File: config.mk
export PLATFORM = sky130hd
export DESIGN_NAME = cordic
export DESIGN_NICKNAME = d
export VERILOG_FILES = /design/src/rtl/cordic_pkg.sv /design/src/rtl/cordic_ashr.sv /design/src/rtl/cordic.sv
export SDC_FILE = /design/constraint.sdc
export NUM_CORES = 1
export LEC_CHECK = 0
export BUFFER_PORTS_ARGS = -buffer_cell sky130_fd_sc_hd__buf_2
export CAP_MARGIN = 20
export CORE_UTILIZATION = 43
export CTS_CLUSTER_SIZE = 28
export DETAILED_ROUTE_END_ITERATION = 7
export GPL_TIMING_DRIVEN = 0
export PLACE_DENSITY = 0.64
export RECOVER_POWER = 100
export SLEW_MARGIN = 20
export SYNTH_ARGS = -nofsm -noshare
export SYNTH_HDL_FRONTEND = slang
export SYNTH_SLANG_ARGS = --single-unit
File: constraint.sdc
create_clock -name i_clk -period 9.72 [get_ports i_clk]
set_input_delay 0 -clock i_clk [delete_from_list [all_inputs] [get_ports i_clk]]
set_output_delay 0 -clock i_clk [all_outputs]
set_load 0.005 [all_outputs]
File: src/rtl/cordic_pkg.sv
// Shared types and constants for the single-step CORDIC micro-rotation block.
package cordic_pkg;

  typedef enum logic {
    MODE_HYPERBOLIC = 1'b0,
    MODE_CIRCULAR   = 1'b1
  } mode_e;

  localparam int CORDIC_WIDTH_DEF = 32;

  // Binary angle: full scale +/-1 maps to +/-180 degrees.
  localparam logic [31:0] ANGLE_45 = 32'h2000_0000;

endpackage

File: src/rtl/cordic_ashr.sv
// Arithmetic (sign-filling) logarithmic barrel shifter.
module cordic_ashr #(
  parameter int p_WIDTH = 32,
  parameter int p_SHW   = $clog2(p_WIDTH)
) (
  input  logic signed [p_WIDTH-1:0] i_data,
  input  logic        [p_SHW-1:0]   i_shamt,
  output logic signed [p_WIDTH-1:0] o_data
);

  logic signed [p_WIDTH-1:0] w_acc;

  // One stage per shift-amount bit; stage k shifts by 2^k.
  always_comb begin
    w_acc = i_data;
    for (int k = 0; k < p_SHW; k++) begin
      if (i_shamt[k]) w_acc = w_acc >>> (2 ** k);
    end
  end

  assign o_data = w_acc;

endmodule

File: src/rtl/cordic.sv
// One registered CORDIC micro-rotation (circular or hyperbolic), latency 1.
// Optional x/y saturation: define CORDIC_SAT_EN.
module cordic
  import cordic_pkg::*;
#(
  parameter int p_WIDTH = CORDIC_WIDTH_DEF
) (
  input  logic                         i_clk,
  input  logic                         i_rst,
  input  logic                         i_valid,
  input  logic signed [p_WIDTH-1:0]    i_xprev,
  input  logic signed [p_WIDTH-1:0]    i_yprev,
  input  logic signed [p_WIDTH-1:0]    i_zprev,
  input  logic                         i_dprev,
  input  logic                         i_mode,
  input  logic signed [p_WIDTH-1:0]    i_lut,
  input  logic [$clog2(p_WIDTH)-1:0]   i_shift_amnt,
  output logic signed [p_WIDTH-1:0]    o_xnext,
  output logic signed [p_WIDTH-1:0]    o_ynext,
  output logic signed [p_WIDTH-1:0]    o_znext,
  output logic                         o_valid
);

  logic signed [p_WIDTH-1:0] w_xs, w_ys;
  logic signed [p_WIDTH-1:0] w_xnext, w_ynext, w_znext;
  logic                      w_circ, w_x_sub, w_y_sub, w_z_sub;

  logic signed [p_WIDTH-1:0] r_x, r_y, r_z;
  logic                      r_valid;

  cordic_ashr #(.p_WIDTH(p_WIDTH)) u_ashr_x (
    .i_data  (i_xprev),
    .i_shamt (i_shift_amnt),
    .o_data  (w_xs)
  );

  cordic_ashr #(.p_WIDTH(p_WIDTH)) u_ashr_y (
    .i_data  (i_yprev),
    .i_shamt (i_shift_amnt),
    .o_data  (w_ys)
  );

  // y and z follow d alone; x flips sense between circular and hyperbolic.
  assign w_circ  = (mode_e'(i_mode) == MODE_CIRCULAR);
  assign w_x_sub = w_circ ? i_dprev : ~i_dprev;
  assign w_y_sub = ~i_dprev;
  assign w_z_sub = i_dprev;

  // z is an angle and always wraps.
  assign w_znext = w_z_sub ? (i_zprev - i_lut) : (i_zprev + i_lut);

`ifdef CORDIC_SAT_EN
  localparam logic [p_WIDTH-1:0] lp_MAX = {1'b0, {(p_WIDTH-1){1'b1}}};
  localparam logic [p_WIDTH-1:0] lp_MIN = {1'b1, {(p_WIDTH-1){1'b0}}};

  logic [p_WIDTH:0] w_xw, w_yw;

  function automatic logic [p_WIDTH-1:0] f_clamp(input logic [p_WIDTH:0] v);
    if (v[p_WIDTH] == v[p_WIDTH-1]) return v[p_WIDTH-1:0];
    return v[p_WIDTH] ? lp_MIN : lp_MAX;
  endfunction

  // One guard bit exposes overflow of the signed add/sub.
  assign w_xw = w_x_sub ? ({i_xprev[p_WIDTH-1], i_xprev} - {w_ys[p_WIDTH-1], w_ys})
                        : ({i_xprev[p_WIDTH-1], i_xprev} + {w_ys[p_WIDTH-1], w_ys});
  assign w_yw = w_y_sub ? ({i_yprev[p_WIDTH-1], i_yprev} - {w_xs[p_WIDTH-1], w_xs})
                        : ({i_yprev[p_WIDTH-1], i_yprev} + {w_xs[p_WIDTH-1], w_xs});
  assign w_xnext = f_clamp(w_xw);
  assign w_ynext = f_clamp(w_yw);
`else
  assign w_xnext = w_x_sub ? (i_xprev - w_ys) : (i_xprev + w_ys);
  assign w_ynext = w_y_sub ? (i_yprev - w_xs) : (i_yprev + w_xs);
`endif

  always_ff @(posedge i_clk) begin
    if (i_rst) begin
      r_x     <= '0;
      r_y     <= '0;
      r_z     <= '0;
      r_valid <= 1'b0;
    end else begin
      r_valid <= i_valid;
      if (i_valid) begin
        r_x <= w_xnext;
        r_y <= w_ynext;
        r_z <= w_znext;
      end
    end
  end

  assign o_xnext = r_x;
  assign o_ynext = r_y;
  assign o_znext = r_z;
  assign o_valid = r_valid;

endmodule

=== Word level (Yosys, flattened, before mapping) ===
Cells that the tools add are included.

* Register bits after elaboration: 97
* Output and inout bits: 97
* Word-level logic and storage cells: 25

* $add $sub $neg: 6
* Mux-type cells: 14
* Bitwise gates (word level): 1

{| class="wikitable"
|+ Operators with widths
! operator !! number
|-
| $mux W31 || 10
|-
| $add A32 B32 Y32 || 3
|-
| $mux W32 || 3
|-
| $sub A32 B32 Y32 || 3
|-
| $mux W1 || 1
|-
| $not A1 Y1 || 1
|}

=== Longest topological paths before layout ===
Gate-level depths: netlist (run 1).

* Depth after elaboration: 7
* Gate-level depth with buffers: 29

=== Cells and area by module ===
From an unflattened synthesis (run 1), not the netlist that was laid out.

* Cell total of the unflattened synthesis: 1834
* Area total of the unflattened synthesis: 14652.8 um^2

{| class="wikitable"
|+ By module, submodules not included
! module !! times used !! cells an instance !! area an instance (um^2) !! sequential area each (um^2)
|-
| cordic || 1 || 1384 || 10396.2 || 1941.9
|-
| cordic_ashr || 2 || 225 || 2128.3 || 0.0
|}

=== Worst setup path before layout (run 1) ===
No wires, ideal clock.

* Path type: input to register
* Start point: input port i_shift_amnt[3]
* End point: register r_x[31], in the netlist o_xnext[31]
* Setup time: 0.079 ns
* Arrival: 5.084 ns
* Required time: 9.641 ns
* Setup slack: 4.556 ns
* Stages on the path: 27
* Cells stage by stage: buf_2 clkbuf_1 buf_2 mux4_2 a222oi_1 nand2_1 o21ai_0 nor2_1 a31oi_1 ha_1 inv_1 nor3_1 and4_1 nor4b_4 a21o_1 o21ai_0 a31oi_1 ha_1 a21o_1 a21o_1 a21oi_1 nor3b_1 a2111oi_0 o31a_1 o21ai_0 xnor2_1 a211oi_2

* Word-level cells in the longest chain between the ends: 4

{| class="wikitable"
|+ Ends and longest elaborated chain
! what !! RTL line !! text
|-
| start: declaration || cordic.sv:17 || <nowiki>input logic [$clog2(p_WIDTH)-1:0] i_shift_amnt,</nowiki>
|-
| $mux W31 * (2 in series) || cordic_ashr.sv:17 || <nowiki>if (i_shamt[k]) w_acc = w_acc >>> (2 ** k);</nowiki>
|-
| $add A32 B32 Y32 / $sub A32 B32 Y32 (equally long branches) || cordic.sv:71 || <nowiki>assign w_xnext = w_x_sub ? (i_xprev - w_ys) : (i_xprev + w_ys);</nowiki>
|-
| $mux W32 * || cordic.sv:71 ||
|-
| end signal: assignment || cordic.sv:84 || <nowiki>r_x <= w_xnext;</nowiki>
|-
| end: declaration || cordic.sv:28 || <nowiki>logic signed [p_WIDTH-1:0] r_x, r_y, r_z;</nowiki>
|}

Mark *: on every way between the ends. The rest lies on a longest branch, timed or not.
A chain may end at the register's enable or synchronous reset.

=== Final worst setup path (run 1) ===
* Start point: input port i_shift_amnt[4]
* End point: register r_x[29], in the netlist o_xnext[29]

* Word-level cells in the longest chain between the ends: 3

{| class="wikitable"
|+ Ends and longest elaborated chain
! what !! RTL line
|-
| $mux W31 * || cordic_ashr.sv:17
|-
| $add A32 B32 Y32 / $sub A32 B32 Y32 (equally long branches) || cordic.sv:71
|-
| $mux W32 * || cordic.sv:71
|}

Marks and branches as above.

==> summary.txt, run 1 <==
FLOORPLANNING
------------------------------------------------------------------------------
Initial cell density of the core                                        43.89%
I/O pin cnt                                                                235
Number of rows created at floorplan                                         68
Die ar.                                                              36100 um2
CORE AREA                                                            34630 um2
Y dimension of the die                                                190.0 um
Floorplan die width                                                   190.0 um

SETUP PATH
------------------------------------------------------------------------------
Stage delay of the slowest cell on the critical path                   0.72 ns
Critical Path Start Type                                            input port
Category of the worst setup path capture point                            flop
Worst Reg-to-Reg Cells                                                       2
Slowest stage cell on the critical path                               clkbuf_1
Most common cell type on the critical path                            clkbuf_1
Required time of the critical path                                    10.02 ns
CP delay by family, top                                           buffers and inverters
Crit Path Max Fanout                                                        10
Reg-to-reg endpoint                                               o_znext[27]$_SDFFE_PP0P_
Critical path start-end classification                            input port to flop
Crit path arrival time                                                 8.31 ns
Register-to-register setup slack                                       8.89 ns
Worst reg2reg path startpoint                                     o_znext[27]$_SDFFE_PP0P_
Buf/Inv on CP                                                                8

GRT
------------------------------------------------------------------------------
Vias in the first global route                                           16160
Combined global-route utilization of all metal layers                   40.80%
Total overflow reported by the global router                                 0
First-pass GRT wire length                                           107500 um
Pin count of the biggest net entering global routing                        17
Antenna violations before repair                                             6

PLACED DESIGN
------------------------------------------------------------------------------
Global placer's final weighted congestion                                1.117
Estimated wirelength of the detail-placed design                      60640 um
Worst slack after detailed placement                                  1.990 ns
# port buffers                                                             229

FINAL LAYOUT
------------------------------------------------------------------------------
Share of cells above drive strength 1                                   17.56%
Fill cell total of the finished layout                                    3514
Layout Nets                                                               2375
Synth-to-Final Area Change                                              13.01%

CLOCK TREE
------------------------------------------------------------------------------
CTS HTree Levels                                                             3
TritonCTS clock tree                                                       yes
TritonCTS Buffers                                                            9
Post-CTS sizing                                                              0
Clk buf depth                                                                2
Cell at the root of the clock tree                                   clkbuf_16
Clock Sink Count                                                            97
Clock Pin Slew Worst Setup and Hold Paths                              0.08 ns
Clock latency on the worst-skew pair                                   0.38 ns

SYNTH
------------------------------------------------------------------------------
Synthesis warning total                                                      0
Post-synthesis register bit count                                           97
Async SR Flop Fraction                                                      0%
Syn Area/Cell                                                        8.046 um2
Unique cell type count in the Yosys netlist                                 98
Synth Cell Area                                                      15200 um2
Sequential area share after synthesis                                   12.78%
Number of enable-type register cells in the synthesized netlist              0
Synth Instances                                                           1889
Number of nets in the synthesized netlist                                 2133
Most instantiated flip-flop cell in the synthesis netlist              dfxtp_1

MIN PATH
------------------------------------------------------------------------------
Hold crit path type                                               input port to flop
Launch instance of the worst min-delay path                         i_yprev[0]
Count of cells along the worst hold path                                     4
Hold Path End                                                     o_ynext[0]$_SDFFE_PP0P_

JOB
------------------------------------------------------------------------------
Max Cap Violations                                                           0

PWR
------------------------------------------------------------------------------
Final Total Pwr                                                     0.002399 W
Power Density                                                     139.7 nW/um2
Leakage component of the power                                        7.263 nW
Max VDD drop                                                          133.0 uV

DRT
------------------------------------------------------------------------------
Detailed-route wire length per cell                                   28.80 um
DRC violations left                                                          0
Detailed Routing Iterations Pass 1                                           6
Initial DRC count                                                         2069
Post-detailed-routing wire length                                     74830 um
Detail-routed via count per cell                                         6.590
ANT nets after route                                                         0
DR vias                                                                  17120

TIMING
------------------------------------------------------------------------------
Worst-margin pin slew                                                 1.207 ns
Final Max Slew Viols                                                         0
Final hold slack                                                    0.03999 ns
Period utilization                                                      82.35%
Period minus WS final                                                 8.005 ns
Setup skew after layout                                                   0 ns
Final Hold Viols                                                             0
Maximum frequency from static timing analysis                        124.9 MHz
Number of setup violations in the final report                               0
Worst rel slew slack                                                    18.84%
Setup repair after global routing missed its margin                         no
Setup TNS                                                                 0 ns
Smallest setup slack after layout                                     1.715 ns

OUTCOME
------------------------------------------------------------------------------
Status                                                            finished, final reports clean

layout make-up:
| type | instances | area [um2] | area share [%] |
|---|---|---|---|
| antenna | 7 | 17.52 | 0.1020 |
| buffer | 108 | 563.0 | 3.278 |
| clock buffer | 10 | 229.0 | 1.333 |
| clock inverter | 6 | 68.82 | 0.4006 |
| inverter | 69 | 259.0 | 1.508 |
| multi-input combinational | 1615 | 12440 | 72.40 |
| sequential | 97 | 1942 | 11.30 |
| tap | 455 | 569.3 | 3.314 |
| timing repair buffer | 231 | 1092 | 6.359 |
cells by family (layout without fill, tap and decap cells):
kind of cell / count (synthesis) / in the layout / synth area share, %
simple gates: 596 / 596 / 19.42
buf+inv: 177 / 424 / 5.433
fa+ha+maj: 106 / 106 / 8.874
other cells: 0 / 7 / 0
compound gates: 542 / 542 / 24.09
xor+xnor: 153 / 153 / 8.816
mux: 218 / 218 / 20.60
flops: 97 / 97 / 12.78
cell usage after synthesis, drive strengths merged, types with 12 or more instances:
library cell  instances  area (um2)
a211oi               29       232.7
a21o                 58       435.4
a21oi               151       759.5
a221oi               12       128.9
a22oi                13       97.59
a31oi                31       193.9
and2                 16       100.1
and3                 16       100.1
buf                  51       352.8
clkbuf               57       214.0
dfxtp                97        1942
ha                  103        1289
inv                  69       259.0
mux2                 43       491.7
mux2i               106        1074
mux4                 69        1565
nand2               130       490.5
nand2b               24       150.1
nand3                36       185.2
nand4                13       96.34
nor2                210       788.3
nor2b                22       137.6
nor3                 46       246.5
nor3b                13       108.9
nor4                 12       96.34
o211ai               13       97.59
o21a                 25       187.7
o21ai                83       415.4
o22ai                13       81.33
o31ai                13       97.59
or2                  12       75.07
or3                  15       93.84
xnor2               110       963.4
xor2                 43       376.6
routing by layer:
metal  GRT usage [%]  part of all wire, %
met1           53.32                   42
met2           60.51                   42
met3           13.08                   11
met4           18.58                  4.7
met5           1.511                 0.13
report_power, final:
group          switching [W]  leakage, nW  internal, W
sequential         0.0000374        0.802     0.000470
clock               0.000175        0.131     0.000200
combinational       0.000919         6.33     0.000598
worst min-delay path: stages:
cell and delay (ns):
buf_2 0.11, ha_1 0.14, mux2i_1 0.06, nor2_1 0.08
worst max path at each step:
stage | endpoint | slack [ns] | start | depth (start not counted)
3_5_place_dp | o_xnext[29]$_SDFFE_PP0P_ | 1.99 | i_shift_amnt[4] | 25
4_1_cts | o_xnext[29]$_SDFFE_PP0P_ | 2.37 | i_shift_amnt[4] | 25
3_3_place_gp | o_xnext[29]$_SDFFE_PP0P_ | 1.95 | i_shift_amnt[4] | 25
6_report | o_xnext[29]$_SDFFE_PP0P_ | 1.72 | i_shift_amnt[4] | 25
5_1_grt | o_xnext[30]$_SDFFE_PP0P_ | 1.56 | i_shift_amnt[4] | 28
2_1_floorplan | o_xnext[31]$_SDFFE_PP0P_ | 4.56 | i_shift_amnt[3] | 27
registers in the layout, indices dropped and copies added, names as in the netlist:
signal	cells
o_ynext	32
o_xnext	32
o_valid	1
o_znext	32
cell usage in the layout (no fill, tap or decap), types with 16 or more instances in the layout:
cell type	synthesis	routed
inv_1	68	68
mux2i_1	105	105
nor2_1	210	210
a21oi_1	150	150
a31oi_1	31	31
and3_1	16	16
nand2_1	129	129
nor2b_1	22	22
o21a_1	25	25
mux2_2	40	40
xnor2_1	110	110
a21o_1	58	58
nand2b_1	24	24
nor3_1	44	43
a211oi_1	26	27
xor2_1	43	43
nand3_1	35	35
o21ai_0	82	82
dfxtp_1	97	97
mux4_2	66	66
ha_1	103	103
buf_2	21	188
clkbuf_1	57	123
metrics by stage:
| stage | instance area [um2] | util (%) | cells |
|---|---|---|---|
| floorplan | 15200 | - | 1889 |
| finish | 17180 | 49.61 | 2598 |
| CTS | 17240 | 49.79 | 2591 |
| global route | 17170 | 49.57 | 2593 |
| global placement | 16920 | 48.85 | 2573 |
| detailed placement | 16930 | 48.88 | 2573 |
repair_timing:
action / CTS / global route
setup buffers: 0 / 0
endpoints found under the setup margin: 0 / 0
hold endpoints to repair: 1 / 0
hold buffers: 2 / 0
Power figures use the tool's default switching activity.
==> run 2, diff against run 1 <==
clock period = 7.8 ns   (was 9.72 ns; I/O delays follow)
==> run 2 against run 1 <==
  * Critical path depth is the same
  * Wire length grew 0.13%
  * Cell count is essentially flat
  * Non-clock buffer count is the same
  * Register-to-register slack lost 1.9 ns
  * First-iteration DRC count shrank 1.8%
  * Via count grew 0.51%
  * Combinational power grew 24%
  * Sequential share of layout area is essentially flat
  * Clock-buffer cell count is the same
  * Global-route usage is the same
  * Largest power group unchanged
==> summary.txt, run 2 (synthesis results as in run 1) <==
FLOORPLANNING
--------------------------------------------------------------------
Die ar.                                                    36100 um2   unchanged
Y dimension of the die                                      190.0 um   unchanged
I/O pin cnt                                                      235   unchanged
Number of rows created at floorplan                               68   unchanged
CORE AREA                                                  34630 um2   unchanged
Initial cell density of the core                              43.89%   unchanged
Floorplan die width                                         190.0 um   unchanged

GRT
--------------------------------------------------------------------
Antenna violations before repair                                   6   unchanged
Total overflow reported by the global router                       0   unchanged
First-pass GRT wire length                                 107500 um   unchanged
GR met3 Demand/Resource                                       13.08%   unchanged
Met1 routing resource usage after global routing              53.32%   unchanged
Pin count of the biggest net entering global routing              17   unchanged
Vias in the first global route                                 16160   unchanged
Combined global-route utilization of all metal layers         40.80%   unchanged
Most utilized layer in the global route result                  met2
Met2 track utilization from global routing                    60.51%   unchanged

TIMING
--------------------------------------------------------------------
Worst-margin pin slew                                       1.161 ns   -0.04597 ns
Setup TNS                                                       0 ns   unchanged
Setup skew after layout                                         0 ns   unchanged
Worst rel slew slack                                          21.93%   +3.1 points
Final Max Slew Viols                                               0   unchanged
Maximum frequency from static timing analysis              131.3 MHz
Period minus WS final                                       7.614 ns
Setup repair after global routing missed its margin               no
Final Hold Viols                                                   0   unchanged
Number of setup violations in the final report                     0   unchanged
Period utilization                                            97.62%

FINAL LAYOUT
--------------------------------------------------------------------
Fin util                                                      49.60%   about the same
Share of cells above drive strength 1                         17.70%   +0.14 points
Synth-to-Final Area Change                                    13.01%   about the same
Commonest cells after routing, fill and taps aside      nor2_1, buf_2, a21oi_1
Final instance count without filler cells                       2596   -0.077%
Layout Nets                                                     2375   unchanged
Commonest non-fill, non-tap cell in the layout                nor2_1

SETUP PATH
--------------------------------------------------------------------
Critical Path Start Type                                  input port
Critical path launch point                              i_shift_amnt[4]
Critical path start-end classification                  input port to flop
Required time of the critical path                           8.10 ns   -1.92 ns
Crit Path Max Fanout                                              10   unchanged
Crit path arrival time                                       7.92 ns   -0.39 ns
Category of the worst setup path capture point                  flop
Worst reg2reg path startpoint                           o_znext[27]$_SDFFE_PP0P_

MIN PATH
--------------------------------------------------------------------
Hold crit path type                                     input port to flop
Launch instance of the worst min-delay path               i_yprev[0]

CLOCK TREE
--------------------------------------------------------------------
Setup repair bufs after CTS                                        0   unchanged
TritonCTS clock tree                                             yes
Clock latency on the worst-skew pair                         0.38 ns   about the same
TritonCTS Buffers                                                  9   unchanged
Post-CTS sizing                                                    0   unchanged
CTS HTree Levels                                                   3   unchanged
Cell at the root of the clock tree                         clkbuf_16
Clock Sink Count                                                  97   unchanged
Clk buf depth                                                      2   unchanged
Clock Pin Slew Worst Setup and Hold Paths                    0.08 ns   about the same

JOB
--------------------------------------------------------------------
Max Cap Violations                                                 0   unchanged

DRT
--------------------------------------------------------------------
DRC violations left                                                0   unchanged
Detailed Routing Iterations Pass 1                                 6   unchanged
Detailed-route wire length per cell                         28.86 um   +0.20%
DR vias                                                        17210   +0.51%
Initial DRC count                                               2031   -1.8%
ANT nets after route                                               0   unchanged
Detail-routed via count per cell                               6.629   +0.59%
Post-detailed-routing wire length                           74920 um   +0.13%

PLACED DESIGN
--------------------------------------------------------------------
Global placer's final weighted congestion                      1.117   unchanged
Count of placed standard cells including taps                   2573   unchanged
# port buffers                                                   229   unchanged
Estimated wirelength of the detail-placed design            60640 um   unchanged

PWR
--------------------------------------------------------------------
Leakage component of the power                              7.271 nW   +0.11%
Max VDD drop                                                165.7 uV   +25%
Power Density                                           174.0 nW/um2   +25%

OUTCOME
--------------------------------------------------------------------
Status                                                  finished, final reports clean

run 2: final cells by class:
| class | instances | area (um2) |
|---|---|---|
| multi-input cells | 1615 | 12440 |
| clock inverters | 6 | 68.82 |
| inverters | 69 | 259.0 |
| fillers | 3515 | 17450 |
| clock buffers | 10 | 229.0 |
| repair buffers | 231 | 1094 |
| well taps | 455 | 569.3 |
| flip-flops and latches | 97 | 1942 |
| diodes | 5 | 12.51 |
| plain buffers | 108 | 565.5 |
run 2: final timing paths:
path	slack, ns	end	cells past startpoint
setup / recovery	0.19	o_xnext[29]$_SDFFE_PP0P_	25
hold reg to reg	0.46	o_znext[29]$_SDFFE_PP0P_	2
hold / removal	0.04	o_ynext[0]$_SDFFE_PP0P_	4
setup reg to reg	6.97	o_znext[27]$_SDFFE_PP0P_	2
run 2: stage by stage:
stage               total power (W)  hold WS [ns]  area [um2]  setup WS [ns]
finish                     0.002989       0.04095       17180         0.1857
global route               0.003155       0.09342       17170        0.02116
CTS                        0.002957       0.03435       17240         0.4465
detailed placement         0.002480        0.3618       16930        0.06974
global placement           0.002461        0.3561       16920        0.03015
floorplan                  0.001875        0.2033       15200          2.636
run 2: critical path: stages:
cell and delay (ns):
buf_2 0.18, buf_2 0.30, clkbuf_1 0.69, clkbuf_1 0.63, clkbuf_1 0.52, clkbuf_1 0.46
clkbuf_1 0.72, nor2_1 0.13, nor2_1 0.19, ha_1 0.19, inv_1 0.04, nor3_1 0.34
and4_1 0.38, nor4b_4 0.47, nor2_1 0.11, xor2_1 0.17, ha_1 0.36, nand4_1 0.17
nor2_1 0.15, nand3_1 0.08, a211oi_1 0.38, o21ai_0 0.32, o31a_1 0.34, or3_1 0.31
a311oi_1 0.25
run 2: power breakdown:
part	internal (W)	leakage, nW	total [W]	switching (W)
registers	0.000586	0.802	0.000632	0.0000465
logic	0.000745	6.34	0.00189	0.00115
clock network	0.000249	0.131	0.000466	0.000217
run 2: repair_timing:
item | CTS | global route
hold buffers | 2 | 0
endpoints found under the hold margin | 1 | 0
endpoints found under the setup margin | 0 | 0
run 2: metal layers:
metal  share of wire (%)  up-vias
met5                0.13        -
met4                 5.0        6
li1                    -     7570
met3                  11      212
met1                  42     8374
met2                  42     1046
